===== config.mk =====
export PLATFORM = sky130hd
export DESIGN_NAME = ctrl_pipe_flat
export DESIGN_NICKNAME = d
export VERILOG_FILES = /design/src/rtl/ctrl_pipe_if.sv /design/src/rtl/ctrl_pipe.sv /design/src/flat_wrapper.sv
export SDC_FILE = /design/constraint.sdc
export NUM_CORES = 1
export LEC_CHECK = 0
export CORE_UTILIZATION = 42
export DETAILED_ROUTE_END_ITERATION = 10
export GPL_ROUTABILITY_DRIVEN = 1
export PLACE_DENSITY = 0.87
export SETUP_SLACK_MARGIN = 0.02
export SLEW_MARGIN = 0
export SYNTH_ARGS = -nofsm -noshare
export SYNTH_HDL_FRONTEND = slang
export SYNTH_SLANG_ARGS = --single-unit
export TNS_END_PERCENT = 30

===== constraint.sdc =====
create_clock -name clk -period 2.1 [get_ports clk]
set_input_delay 0.63 -clock clk [delete_from_list [all_inputs] [get_ports clk]]
set_output_delay 0.63 -clock clk [all_outputs]
set_load 0.02 [all_outputs]

===== src/rtl/ctrl_pipe_if.sv =====
// ctrl_pipe_if
// Groups the control-pipeline signals between the decode side and ctrl_pipe.
//   ID side (driven by master):  id_valid, id_ctrl[8:0], id_rs1/id_rs2/id_rd[4:0],
//                                ex_redirect, hold
//   Pipe side (driven by slave): stall, ex/mem/wb valid, ex_ctrl[8:0],
//                                ex_rs1/ex_rs2/ex_rd, mem_* controls + mem_rd,
//                                wb_* controls + wb_rd, fwd_a/fwd_b[1:0]
// Bundle bit map: [8] RegWrite [7] MemRead [6] MemWrite [5] MemtoReg
//                 [4] ALUSrc [3] Branch [2] Jump [1:0] ALUOp
interface ctrl_pipe_if;
  logic       id_valid;
  logic [8:0] id_ctrl;
  logic [4:0] id_rs1;
  logic [4:0] id_rs2;
  logic [4:0] id_rd;
  logic       ex_redirect;
  logic       hold;

  logic       stall;
  logic       ex_valid;
  logic       mem_valid;
  logic       wb_valid;
  logic [8:0] ex_ctrl;
  logic [4:0] ex_rs1;
  logic [4:0] ex_rs2;
  logic [4:0] ex_rd;
  logic       mem_reg_write;
  logic       mem_mem_read;
  logic       mem_mem_write;
  logic       mem_mem_to_reg;
  logic [4:0] mem_rd;
  logic       wb_reg_write;
  logic       wb_mem_to_reg;
  logic [4:0] wb_rd;
  logic [1:0] fwd_a;
  logic [1:0] fwd_b;

  modport master (
    output id_valid, id_ctrl, id_rs1, id_rs2, id_rd, ex_redirect, hold,
    input  stall, ex_valid, mem_valid, wb_valid, ex_ctrl, ex_rs1, ex_rs2, ex_rd,
           mem_reg_write, mem_mem_read, mem_mem_write, mem_mem_to_reg, mem_rd,
           wb_reg_write, wb_mem_to_reg, wb_rd, fwd_a, fwd_b
  );

  modport slave (
    input  id_valid, id_ctrl, id_rs1, id_rs2, id_rd, ex_redirect, hold,
    output stall, ex_valid, mem_valid, wb_valid, ex_ctrl, ex_rs1, ex_rs2, ex_rd,
           mem_reg_write, mem_mem_read, mem_mem_write, mem_mem_to_reg, mem_rd,
           wb_reg_write, wb_mem_to_reg, wb_rd, fwd_a, fwd_b
  );
endinterface


===== src/rtl/ctrl_pipe.sv =====
// ctrl_pipe
// Carries the decoded control bundle from ID through EX, MEM and WB of the
// 5-stage RV32I pipeline, detects load-use hazards (IF/ID stall), inserts
// bubbles on stall or taken branch/jump, and produces EX forwarding selects.
// Ports:
//   clk    rising-edge clock
//   reset  asynchronous active-high reset, clears every stage register
//   bus    ctrl_pipe_if.slave: ID inputs, redirect/hold, stage outputs, fwd selects
module ctrl_pipe (
  input  logic         clk,
  input  logic         reset,
  ctrl_pipe_if.slave   bus
);

  // ID->EX stage register
  logic       ex_valid_q, ex_valid_d;
  logic [8:0] ex_ctrl_q,  ex_ctrl_d;
  logic [4:0] ex_rs1_q,   ex_rs1_d;
  logic [4:0] ex_rs2_q,   ex_rs2_d;
  logic [4:0] ex_rd_q,    ex_rd_d;

  // EX->MEM stage register
  logic       mem_valid_q, mem_valid_d;
  logic       mem_rw_q,    mem_rw_d;
  logic       mem_mr_q,    mem_mr_d;
  logic       mem_mw_q,    mem_mw_d;
  logic       mem_mtr_q,   mem_mtr_d;
  logic [4:0] mem_rd_q,    mem_rd_d;

  // MEM->WB stage register
  logic       wb_valid_q, wb_valid_d;
  logic       wb_rw_q,    wb_rw_d;
  logic       wb_mtr_q,   wb_mtr_d;
  logic [4:0] wb_rd_q,    wb_rd_d;

  logic       stall_w;
  logic       mem_reg_write_w;
  logic       wb_reg_write_w;

  // Load-use hazard: the load in EX has not produced data yet, so the
  // dependent instruction in ID must wait one cycle. A redirect squashes ID
  // anyway, so the stall is suppressed then.
  always_comb begin
    stall_w = bus.id_valid & ex_valid_q & ex_ctrl_q[7] & (ex_rd_q != 5'd0) &
              ((ex_rd_q == bus.id_rs1) | (ex_rd_q == bus.id_rs2)) &
              ~bus.ex_redirect;
  end

  // Next-state for all stages. hold freezes everything; otherwise MEM and WB
  // always advance and EX either captures ID or takes a bubble.
  always_comb begin
    ex_valid_d  = ex_valid_q;
    ex_ctrl_d   = ex_ctrl_q;
    ex_rs1_d    = ex_rs1_q;
    ex_rs2_d    = ex_rs2_q;
    ex_rd_d     = ex_rd_q;
    mem_valid_d = mem_valid_q;
    mem_rw_d    = mem_rw_q;
    mem_mr_d    = mem_mr_q;
    mem_mw_d    = mem_mw_q;
    mem_mtr_d   = mem_mtr_q;
    mem_rd_d    = mem_rd_q;
    wb_valid_d  = wb_valid_q;
    wb_rw_d     = wb_rw_q;
    wb_mtr_d    = wb_mtr_q;
    wb_rd_d     = wb_rd_q;

    if (!bus.hold) begin
      if (bus.ex_redirect || stall_w) begin
        ex_valid_d = 1'b0;
        ex_ctrl_d  = 9'd0;
        ex_rs1_d   = 5'd0;
        ex_rs2_d   = 5'd0;
        ex_rd_d    = 5'd0;
      end else begin
        ex_valid_d = bus.id_valid;
        ex_ctrl_d  = bus.id_ctrl;
        ex_rs1_d   = bus.id_rs1;
        ex_rs2_d   = bus.id_rs2;
        ex_rd_d    = bus.id_rd;
        // Writes to x0 are discarded at capture so later stages never
        // forward or write back a value for it.
        if (bus.id_rd == 5'd0) begin
          ex_ctrl_d[8] = 1'b0;
        end
      end

      mem_valid_d = ex_valid_q;
      mem_rw_d    = ex_valid_q & ex_ctrl_q[8];
      mem_mr_d    = ex_valid_q & ex_ctrl_q[7];
      mem_mw_d    = ex_valid_q & ex_ctrl_q[6];
      mem_mtr_d   = ex_valid_q & ex_ctrl_q[5];
      mem_rd_d    = ex_rd_q;

      wb_valid_d  = mem_valid_q;
      wb_rw_d     = mem_valid_q & mem_rw_q;
      wb_mtr_d    = mem_valid_q & mem_mtr_q;
      wb_rd_d     = mem_rd_q;
    end
  end

  // Stage registers
  always_ff @(posedge clk or posedge reset) begin
    if (reset) begin
      ex_valid_q  <= 1'b0;
      ex_ctrl_q   <= 9'd0;
      ex_rs1_q    <= 5'd0;
      ex_rs2_q    <= 5'd0;
      ex_rd_q     <= 5'd0;
      mem_valid_q <= 1'b0;
      mem_rw_q    <= 1'b0;
      mem_mr_q    <= 1'b0;
      mem_mw_q    <= 1'b0;
      mem_mtr_q   <= 1'b0;
      mem_rd_q    <= 5'd0;
      wb_valid_q  <= 1'b0;
      wb_rw_q     <= 1'b0;
      wb_mtr_q    <= 1'b0;
      wb_rd_q     <= 5'd0;
    end else begin
      ex_valid_q  <= ex_valid_d;
      ex_ctrl_q   <= ex_ctrl_d;
      ex_rs1_q    <= ex_rs1_d;
      ex_rs2_q    <= ex_rs2_d;
      ex_rd_q     <= ex_rd_d;
      mem_valid_q <= mem_valid_d;
      mem_rw_q    <= mem_rw_d;
      mem_mr_q    <= mem_mr_d;
      mem_mw_q    <= mem_mw_d;
      mem_mtr_q   <= mem_mtr_d;
      mem_rd_q    <= mem_rd_d;
      wb_valid_q  <= wb_valid_d;
      wb_rw_q     <= wb_rw_d;
      wb_mtr_q    <= wb_mtr_d;
      wb_rd_q     <= wb_rd_d;
    end
  end

  // Stage outputs; every control bit is qualified by its stage valid.
  always_comb begin
    mem_reg_write_w = mem_valid_q & mem_rw_q;
    wb_reg_write_w  = wb_valid_q & wb_rw_q;

    bus.stall          = stall_w;
    bus.ex_valid       = ex_valid_q;
    bus.ex_ctrl        = ex_valid_q ? ex_ctrl_q : 9'd0;
    bus.ex_rs1         = ex_rs1_q;
    bus.ex_rs2         = ex_rs2_q;
    bus.ex_rd          = ex_rd_q;
    bus.mem_valid      = mem_valid_q;
    bus.mem_reg_write  = mem_reg_write_w;
    bus.mem_mem_read   = mem_valid_q & mem_mr_q;
    bus.mem_mem_write  = mem_valid_q & mem_mw_q;
    bus.mem_mem_to_reg = mem_valid_q & mem_mtr_q;
    bus.mem_rd         = mem_rd_q;
    bus.wb_valid       = wb_valid_q;
    bus.wb_reg_write   = wb_reg_write_w;
    bus.wb_mem_to_reg  = wb_valid_q & wb_mtr_q;
    bus.wb_rd          = wb_rd_q;
  end

  // Forwarding selects: the younger producer in MEM beats the older one in WB.
  always_comb begin
    bus.fwd_a = 2'b00;
    bus.fwd_b = 2'b00;
    if (ex_valid_q) begin
      if (mem_reg_write_w && (mem_rd_q != 5'd0) && (mem_rd_q == ex_rs1_q)) begin
        bus.fwd_a = 2'b10;
      end else if (wb_reg_write_w && (wb_rd_q != 5'd0) && (wb_rd_q == ex_rs1_q)) begin
        bus.fwd_a = 2'b01;
      end
      if (mem_reg_write_w && (mem_rd_q != 5'd0) && (mem_rd_q == ex_rs2_q)) begin
        bus.fwd_b = 2'b10;
      end else if (wb_reg_write_w && (wb_rd_q != 5'd0) && (wb_rd_q == ex_rs2_q)) begin
        bus.fwd_b = 2'b01;
      end
    end
  end

endmodule


===== src/flat_wrapper.sv =====
// flat-port wrapper written by rule: the top's interface ports become plain ports
module ctrl_pipe_flat 
  (clk, reset, bus_id_valid, bus_id_ctrl, bus_id_rs1, bus_id_rs2, bus_id_rd, bus_ex_redirect, bus_hold, bus_stall, bus_ex_valid, bus_mem_valid, bus_wb_valid, bus_ex_ctrl, bus_ex_rs1, bus_ex_rs2, bus_ex_rd, bus_mem_reg_write, bus_mem_mem_read, bus_mem_mem_write, bus_mem_mem_to_reg, bus_mem_rd, bus_wb_reg_write, bus_wb_mem_to_reg, bus_wb_rd, bus_fwd_a, bus_fwd_b);
  ctrl_pipe_if bus_i ();
  input  logic clk;
  input  logic reset;
  input wire logic [$bits(bus_i.id_valid)-1:0] bus_id_valid;
  input wire logic [$bits(bus_i.id_ctrl)-1:0] bus_id_ctrl;
  input wire logic [$bits(bus_i.id_rs1)-1:0] bus_id_rs1;
  input wire logic [$bits(bus_i.id_rs2)-1:0] bus_id_rs2;
  input wire logic [$bits(bus_i.id_rd)-1:0] bus_id_rd;
  input wire logic [$bits(bus_i.ex_redirect)-1:0] bus_ex_redirect;
  input wire logic [$bits(bus_i.hold)-1:0] bus_hold;
  output wire logic [$bits(bus_i.stall)-1:0] bus_stall;
  output wire logic [$bits(bus_i.ex_valid)-1:0] bus_ex_valid;
  output wire logic [$bits(bus_i.mem_valid)-1:0] bus_mem_valid;
  output wire logic [$bits(bus_i.wb_valid)-1:0] bus_wb_valid;
  output wire logic [$bits(bus_i.ex_ctrl)-1:0] bus_ex_ctrl;
  output wire logic [$bits(bus_i.ex_rs1)-1:0] bus_ex_rs1;
  output wire logic [$bits(bus_i.ex_rs2)-1:0] bus_ex_rs2;
  output wire logic [$bits(bus_i.ex_rd)-1:0] bus_ex_rd;
  output wire logic [$bits(bus_i.mem_reg_write)-1:0] bus_mem_reg_write;
  output wire logic [$bits(bus_i.mem_mem_read)-1:0] bus_mem_mem_read;
  output wire logic [$bits(bus_i.mem_mem_write)-1:0] bus_mem_mem_write;
  output wire logic [$bits(bus_i.mem_mem_to_reg)-1:0] bus_mem_mem_to_reg;
  output wire logic [$bits(bus_i.mem_rd)-1:0] bus_mem_rd;
  output wire logic [$bits(bus_i.wb_reg_write)-1:0] bus_wb_reg_write;
  output wire logic [$bits(bus_i.wb_mem_to_reg)-1:0] bus_wb_mem_to_reg;
  output wire logic [$bits(bus_i.wb_rd)-1:0] bus_wb_rd;
  output wire logic [$bits(bus_i.fwd_a)-1:0] bus_fwd_a;
  output wire logic [$bits(bus_i.fwd_b)-1:0] bus_fwd_b;
  assign bus_i.id_valid = bus_id_valid;
  assign bus_i.id_ctrl = bus_id_ctrl;
  assign bus_i.id_rs1 = bus_id_rs1;
  assign bus_i.id_rs2 = bus_id_rs2;
  assign bus_i.id_rd = bus_id_rd;
  assign bus_i.ex_redirect = bus_ex_redirect;
  assign bus_i.hold = bus_hold;
  assign bus_stall = bus_i.stall;
  assign bus_ex_valid = bus_i.ex_valid;
  assign bus_mem_valid = bus_i.mem_valid;
  assign bus_wb_valid = bus_i.wb_valid;
  assign bus_ex_ctrl = bus_i.ex_ctrl;
  assign bus_ex_rs1 = bus_i.ex_rs1;
  assign bus_ex_rs2 = bus_i.ex_rs2;
  assign bus_ex_rd = bus_i.ex_rd;
  assign bus_mem_reg_write = bus_i.mem_reg_write;
  assign bus_mem_mem_read = bus_i.mem_mem_read;
  assign bus_mem_mem_write = bus_i.mem_mem_write;
  assign bus_mem_mem_to_reg = bus_i.mem_mem_to_reg;
  assign bus_mem_rd = bus_i.mem_rd;
  assign bus_wb_reg_write = bus_i.wb_reg_write;
  assign bus_wb_mem_to_reg = bus_i.wb_mem_to_reg;
  assign bus_wb_rd = bus_i.wb_rd;
  assign bus_fwd_a = bus_i.fwd_a;
  assign bus_fwd_b = bus_i.fwd_b;
  ctrl_pipe u_core (.clk(clk), .reset(reset), .bus(bus_i));
endmodule

=== Yosys cells after proc, flatten, opt, wreduce, memory -nomap -nowiden ===
Cells that the tools add are included.

* Bits in registers: 43
* Input bits: 29
* Output and inout bits: 48
* Word-level logic and storage cells: 62

* Eq/ne operators: 6
* Muxes and demuxes: 13
* Bitwise gates (word level): 17
* Reduce and logical (&&, ||, !) cells: 11

{| class="wikitable"
|+ Operators with widths
! operator !! count
|-
| 5-bit equality test || 6
|-
| 9-bit 2-to-1 mux || 2
|-
| 1-bit AND || 15
|-
| 5-bit 2-to-1 mux || 3
|-
| 5-bit nonzero test || 3
|-
| 2-bit 2-to-1 mux || 4
|-
| 1-bit logical AND || 6
|-
| 5-bit logical NOT || 1
|-
| 1-bit 2-to-1 mux || 4
|-
| 1-bit logical OR || 1
|-
| 1-bit NOT || 1
|-
| 1-bit OR || 1
|}

=== Longest topological paths before layout ===
Gate-level depths: netlist of run 1.

* Depth in word-level cells: 7
* Mapped depth: 5
* Gate-level depth less buffers: 4

=== Worst setup path after synthesis of run 1 ===
Ideal clock, no wire load.

* Path type: reg-to-output
* Start point: register u_core.wb_valid_q, in the netlist u_core.bus.wb_valid
* End point: output port bus_fwd_b[0]
* Arrival: 2.031 ns
* Data required time: 1.470 ns
* Path slack: -0.561 ns
* Cell stages (with the launch flop): 5
* Path buffers: 0
* Path through: dfrtp_1 -> and2_1 -> o211ai_1 -> or4_1 -> nor4_1

* Cells in the longest elaborated chain, start to end: 6

{| class="wikitable"
|+ RTL lines
! element !! line !! text
|-
| from (decl) || ctrl_pipe.sv:31 || <nowiki>logic wb_valid_q, wb_valid_d;</nowiki>
|-
| from (signal assigned) || ctrl_pipe.sv:132 || <nowiki>wb_valid_q <= wb_valid_d;</nowiki>
|-
| 1-bit AND || ctrl_pipe.sv:142 || <nowiki>wb_reg_write_w = wb_valid_q & wb_rw_q;</nowiki>
|-
| named net bus_wb_reg_write || flat_wrapper.sv:27 || <nowiki>output wire logic [$bits(bus_i.wb_reg_write)-1:0] bus_wb_reg_write;</nowiki>
|-
| 1-bit logical AND (2 in a row) || ctrl_pipe.sv:174 || <nowiki>end else if (wb_reg_write_w && (wb_rd_q != 5'd0) && (wb_rd_q == ex_rs2_q)) begin</nowiki>
|-
| 1-bit 2-to-1 mux || ctrl_pipe.sv:174 ||
|-
| 2-bit 2-to-1 mux || ctrl_pipe.sv:172 || <nowiki>if (mem_reg_write_w && (mem_rd_q != 5'd0) && (mem_rd_q == ex_rs2_q)) begin</nowiki>
|-
| 2-bit 2-to-1 mux || ctrl_pipe.sv:166 || <nowiki>if (ex_valid_q) begin</nowiki>
|-
| to (decl) || flat_wrapper.sv:31 || <nowiki>output wire logic [$bits(bus_i.fwd_b)-1:0] bus_fwd_b;</nowiki>
|}

The timed path passes the listed nets, and every way through them passes these cells.

=== Final worst setup path of run 1 ===
* Start point: register u_core.wb_rd_q[3], in the netlist u_core.bus.wb_rd[3]
* End point: output port bus_fwd_b[0]

* Cells in the longest elaborated chain, start to end: 6
* Elaborated cells between the ends (all ways): 7
* Those cells by class: eq/ne: 1; mux: 3; reduce/logical: 3

{| class="wikitable"
|+ RTL lines
! element !! line !! text
|-
| from (decl) || ctrl_pipe.sv:34 || <nowiki>logic [4:0] wb_rd_q, wb_rd_d;</nowiki>
|-
| from (signal assigned) || ctrl_pipe.sv:135 || <nowiki>wb_rd_q <= wb_rd_d;</nowiki>
|-
| 5-bit nonzero test || ctrl_pipe.sv:174 ||
|-
| 1-bit logical AND || ctrl_pipe.sv:174 ||
|-
| 1-bit logical AND (*) || ctrl_pipe.sv:174 ||
|-
| 1-bit 2-to-1 mux (*) || ctrl_pipe.sv:174 ||
|-
| 2-bit 2-to-1 mux (*) || ctrl_pipe.sv:172 ||
|-
| 2-bit 2-to-1 mux (*) || ctrl_pipe.sv:166 ||
|}

Mark *: on every way between the ends. The rest lies on a longest branch, timed or not.

==> run metrics, run 1 <==
status complete, but fails checks; failing checks negative setup slack; Synth Area in Simple Gates 0.185; Rel. slew slack 0.611; CP Data Arrival Time around 2000 ps; asr flop ratio synth 1.00; flops & latches, synth between 40 and 50; DR vias/cell 5.61; DR top layer met4; combinational share of power 0.405; setup TNS -2010 ps; Final ANT Viol Nets 0; pre-CTS setup slack -954 ps; Tmin final 2600 ps; post-synthesis xor/xnor area fraction 0.105; power per cell area 743 nW/um^2; Post-Route WL 7.73 mm; HPWL Detailed 5.19 mm; Slew Limit Fails 0; Finished Core Util 0.705; GP Congestion 0.888; Buf+Inv Stages, Crit Path 2; placed cell areas 3750 sq um; most frequent cells after synthesis dfrtp_1, mux2_2, o21ai_1, xnor2_1; Die Footprint 6260 sq um; top-count cell post-synth dfrtp_1; post-synthesis adder-cell area fraction 0; largest net degree at the start of global routing between 40 and 50; Synth cell types 27; # rows 27; P_leak 1.85 nW; Max rail drop VDD between 0.0003 and 0.0004 V; critical-path cell list or4_4, o211ai_1, buf_4, or4_4, nor4_4, buf_4; Crit path largest cell delay ~530 ps; initial antenna violation count 0; multiplexer share of the synthesized area 0.0812; share of the synthesized area in the top cell type 0.431; Diodes inserted 0; Initial Util 0.445; CTS root buf clkbuf_8; actual slew at the worst max-slew pin a little under 600 ps; Final Cell Area 3960 sq um; CTS tree done; CP max FO 2; Congestion Overflow GR 0; Sw Pwr approximately 0.001 W; worst setup margin -497 ps; top cells by area, synth dfrtp_1, mux2_2, xnor2_1; Period Utilization, post-route 1.24; nets@finish 392; Core Box Area 5610 sq um; RSZ-0062 raised after global routing true; synth warn 0; most used flip-flop cell after synthesis dfrtp_1; crit end category output pin; Seq/Total Area, Yosys 0.431; mean area per synthesized cell 10.6 sq um; share of layout cells above drive strength 1 0.429; M1 WL roughly 3.1 mm; Mapped Area 2500 sq um; clk sink count 43; Clk pin slew, worst setup/hold paths 90 ps; final setup fails 5; combined area of the multi-input logic cells roughly 1500 sq um; sequential power share 0.368; DRT iter0 DRCs 201; die height slightly below 80 um; Syn-to-layout area delta 58.4%; Setup Skew 10.3 ps; CP Data Required Time 1470 ps; vias in the first global route 2413; clock power share 0.228; largest family of logic cells by synthesized area simple AND/OR/NAND/NOR gates; switching share of total power 0.347; Worst Setup Start Kind flop; wire per inst roughly 18 um; Synth Area in Compound Gates 0.163; Net Count, Synth 264; FF/Latch Area 1090 sq um; cells after synthesis between 200 and 250; Die Span X just under 80 um; Tot GR Track Use 0.249; max cap viols 0; Hold Crit Class flop to flop; DRC viols 0; P_int 0.00192 W; port buffer count 76; DR WL met3 496 um; count of final hold-check violations 0; Clock Latency Late Sink ~300 ps; IO Count 77; vias after detailed routing ~2400; DR pass1 iterations 4; delay-heaviest family, CP simple AND/OR/NAND/NOR gates; highest clock rate between 300 and 400 MHz; global-route wire length before repair 12.0 mm; CTS Buf Count 5; Setup CP Type flop to output pin; routed wl met2 3.97 mm; overall power 0.00294 W; critical path's slowest cell or4_4; H-Tree Level Count 2; Fill cells roughly 410; clk buf depth 2; cell taking the most area after synthesis dfrtp_1; Post-synth EDFFs 0
## area by class of cell
cell class,count,share of cell area
Sequential cell,43,0.276
Clock buffer,5,0.0174
Multi-Input combinational cell,175,0.369
Inverter,1,0.000949
Clock inverter,3,0.0117
Tap cell,72,0.0228
Timing Repair Buffer,137,0.302
## through the flow
stage,std cells,hold WS (ps)
5_1_grt,436,517
3_5_place_dp,421,469
3_3_place_gp,421,458
6_report,436,490
4_1_cts,433,489
2_1_floorplan,235,450
## power by group through the flow
stage               clock, W  combinational (W)  sequential (W)
finish              0.000670            0.00119         0.00108
floorplan                  0           0.000428         0.00120
global route        0.000704            0.00127         0.00109
global placement           0            0.00111         0.00108
CTS                 0.000665            0.00114         0.00107
detailed placement         0            0.00114         0.00109
## sequential cells by signal, summed over array words and instances (netlist names)
name and flops:
u_core.bus.mem_valid 1, u_core.bus.ex_rs2 5, u_core.bus.ex_rs1 5, u_core.bus.wb_rd 5
u_core.bus.wb_valid 1, u_core.wb_rw_q 1, u_core.mem_rw_q 1, u_core.bus.ex_valid 1
u_core.mem_mr_q 1, u_core.mem_mw_q 1, u_core.wb_mtr_q 1, u_core.ex_ctrl_q 9
u_core.bus.mem_rd 5, u_core.mem_mtr_q 1, u_core.bus.ex_rd 5
## per-layer routing
layer  vias to the layer above  track usage
met5                         -            0
met1                      1210        0.308
met2                       106        0.444
met4                         0       0.0691
met3                        12       0.0448
li1                       1116            -
## cells by family (layout without fill, tap and decap cells)
group / count (synthesis) / in the layout
AND/OR/NAND/NOR: 72 / 72
AO/OA/AOI/OAI: 55 / 55
flip-flops: 43 / 43
XOR/XNOR: 30 / 30
multiplexers: 18 / 18
buffers and inverters: 17 / 146
## timing repair
item                       CTS  global route
hold buffers                 0             0
pin swaps                    9            17
cloned                       0             0
resized for setup           76            35
buffers inserted             4             4
setup endpoints to repair   32            19
## worst register-to-register path: stages, from the launching register on
cell and delay (ps):
dfrtp_2 460, or4_4 560, o211ai_4 210, buf_4 340
a32oi_1 140, o21ai_1 120
## placed cells by master (no fill, tap or decap), types with 3 or more instances in the layout
master / instances
o21ai_1: 17
dlygate4sd2_1: 23
buf_6: 4
or4_4: 4
clkbuf_8: 5
dfrtp_1: 30
clkdlybuf4s15_1: 5
nor3b_1: 11
clkdlybuf4s50_1: 21
nand2_1: 16
dlymetal6s2s_1: 10
and2_4: 3
buf_4: 65
clkbuf_2: 4
o21ai_2: 8
a22oi_1: 11
dfrtp_2: 13
xnor2_1: 15
nand3_1: 4
buf_2: 3
and2_1: 14
xor2_1: 12
or3b_2: 11
a32oi_1: 14
mux2_2: 18
## final timing paths
kind | startpoint | cells after the start | slack (ps) | end
max reg2reg | u_core.bus.ex_rd[1] | 5 | 200 | u_core.bus.ex_rd[4]
max in group asynchronous | reset | 3 | 1000 | u_core.bus.wb_rd[1]
max | u_core.bus.wb_rd[3] | 6 | -500 | bus_fwd_b[0]
min in group asynchronous | reset | 2 | 590 | u_core.mem_mr_q
min reg2reg | u_core.ex_ctrl_q[8] | 2 | 490 | u_core.ex_ctrl_q[8]
min | u_core.ex_ctrl_q[8] | 2 | 490 | u_core.ex_ctrl_q[8]
Note: power is estimated with default switching activity, not from simulation.
==> inputs of run 2 (changes only) <==
Settings changed: SKIP_CTS_REPAIR_TIMING set to 1.
==> run metrics, run 2 (synthesis results as in run 1) <==
Clk pin slew, worst setup/hold paths 90 ps; DR vias/cell 5.46; Congestion Overflow GR 0; max cap viols 0; Critical path destination bus_fwd_b[1]; Rel. slew slack 0.620; Core Box Area approximately 5600 sq um; CP Data Required Time approximately 1500 ps; clk buf depth 2; Tmin final 2620 ps; Syn-to-layout area delta 61.1%; CP Data Arrival Time 1990 ps; CTS tree done; GP Congestion 0.888; combined area of the multi-input logic cells between 1000 and 1500 sq um; highest clock rate 382 MHz; Post-Route WL 7.30 mm; Setup CP Type flop to output pin; port buffer count 76; combinational share of power 0.403; sequential power share 0.370; Hold Crit Class flop to flop; R2R Path Start u_core.bus.ex_rd[1]; die height 79.1 um; Slew Limit Fails 0; placed cell areas 3750 sq um; crit end category output pin; Initial Util 0.445; CP startpoint u_core.bus.mem_rd[2]; commonest non-fill, non-tap cell in the layout buf_4; Final ANT Viol Nets 0; global-route wire length before repair approximately 11 mm; power per cell area 724 nW/um^2; Worst R2R Path Depth 5; DRC viols 0; wire per inst between 15 and 20 um; Die Span X just under 80 um; Worst Setup Start Kind flop; Final Cell Area 4020 sq um; P_int 0.00192 W; M1 WL between 3 and 4 mm; FF/Latch Area 1100 sq um; count of final hold-check violations 0; CP max FO 2; IO Count between 70 and 80; P_leak slightly above 2 nW; share of layout cells above drive strength 1 0.412; DRT iter0 DRCs about 190; DR WL met3 392 um; Clock Latency Late Sink 300 ps; max FFs per register 9; DR pass1 iterations 5; # rows 27; Die Footprint 6260 sq um; CTS root buf clkbuf_8; Finished Core Util 0.717; H-Tree Level Count 2; status complete, but fails checks; initial antenna violation count 1; routed wl met2 ~3.6 mm; DR top layer met4; Tot GR Track Use 0.237; clock power share 0.226; RSZ-0062 raised after global routing true; actual slew at the worst max-slew pin 569 ps; failing checks negative setup slack; Max rail drop VDD about 0.00038 V; Sw Pwr slightly below 0.001 W; clk sink count between 40 and 50; nets@finish between 300 and 400; largest net degree at the start of global routing 49; vias after detailed routing approximately 2400; vias in the first global route 2341; flop-to-flop setup slack 210 ps; Period Utilization, post-route 1.25; Reg with most FFs u_core.ex_ctrl_q; Setup Skew slightly below 7 ps; Fill cells 403; worst setup margin -519 ps; CTS Buf Count 5; HPWL Detailed 5.19 mm; FF-to-FF End u_core.bus.ex_rd[3]; most frequent cells in the layout buf_4, dlymetal6s2s_1, clkdlybuf4s50_1, dfrtp_1, mux2_2; switching share of total power 0.340; final setup fails 5
run 2: worst max-delay path, cell delays in order (launching register included):
cell and delay [ps]:
dfrtp_2 410, or4_4 550, o21ai_4 240, nor4_4 80, buf_4 140, and2_4 150
buf_6 120
run 2: power by group through the flow:
stage               clock (W)  sequential (W)  combinational (W)
floorplan                   0         0.00120           0.000428
global placement            0         0.00108            0.00111
detailed placement          0         0.00109            0.00114
CTS                  0.000665         0.00107            0.00115
global route         0.000699         0.00109            0.00126
finish               0.000659         0.00108            0.00118
run 2: worst min-delay path by stage:
stage / start / endpoint / cells after the start
floorplan: u_core.ex_ctrl_q[3] / u_core.ex_ctrl_q[3] / 2
global placement: u_core.ex_ctrl_q[4] / u_core.ex_ctrl_q[4] / 2
detailed placement: u_core.ex_ctrl_q[4] / u_core.ex_ctrl_q[4] / 2
CTS: u_core.ex_ctrl_q[4] / u_core.ex_ctrl_q[4] / 2
global route: u_core.ex_ctrl_q[2] / u_core.ex_ctrl_q[2] / 2
finish: u_core.ex_ctrl_q[8] / u_core.ex_ctrl_q[8] / 2
run 2: final cells by class:
| class | count | area share |
|---|---|---|
| multi-input combinational | 175 | 0.359 |
| timing repair buffer | 132 | 0.315 |
| sequential | 43 | 0.272 |
| tap | 72 | 0.0224 |
| clock buffer | 5 | 0.0171 |
| clock inverter | 3 | 0.0115 |
| antenna | 2 | 0.00124 |
| inverter | 1 | 0.000933 |
run 2: layer usage:
metal | global-route usage | vias up
li1 | - | 1113
met1 | 0.300 | 1150
met2 | 0.410 | 85
met3 | 0.0425 | 15
met4 | 0.0709 | 0
met5 | 0 | -
run 2: metrics by stage:
| stage | setup WS [ps] | std cells | hold WS, ps | TNS, ps | power, W |
|---|---|---|---|---|---|
| 6_report | -519 | 433 | 487 | -2290 | 0.00291 |
| 5_1_grt | -582 | 432 | 517 | -2560 | 0.00305 |
| 4_1_cts | -1010 | 429 | 489 | -7610 | 0.00288 |
| 3_5_place_dp | -954 | 421 | 469 | -5310 | 0.00223 |
| 3_3_place_gp | -972 | 421 | 458 | -4920 | 0.00219 |
| 2_1_floorplan | -165 | 235 | 450 | -604 | 0.00163 |
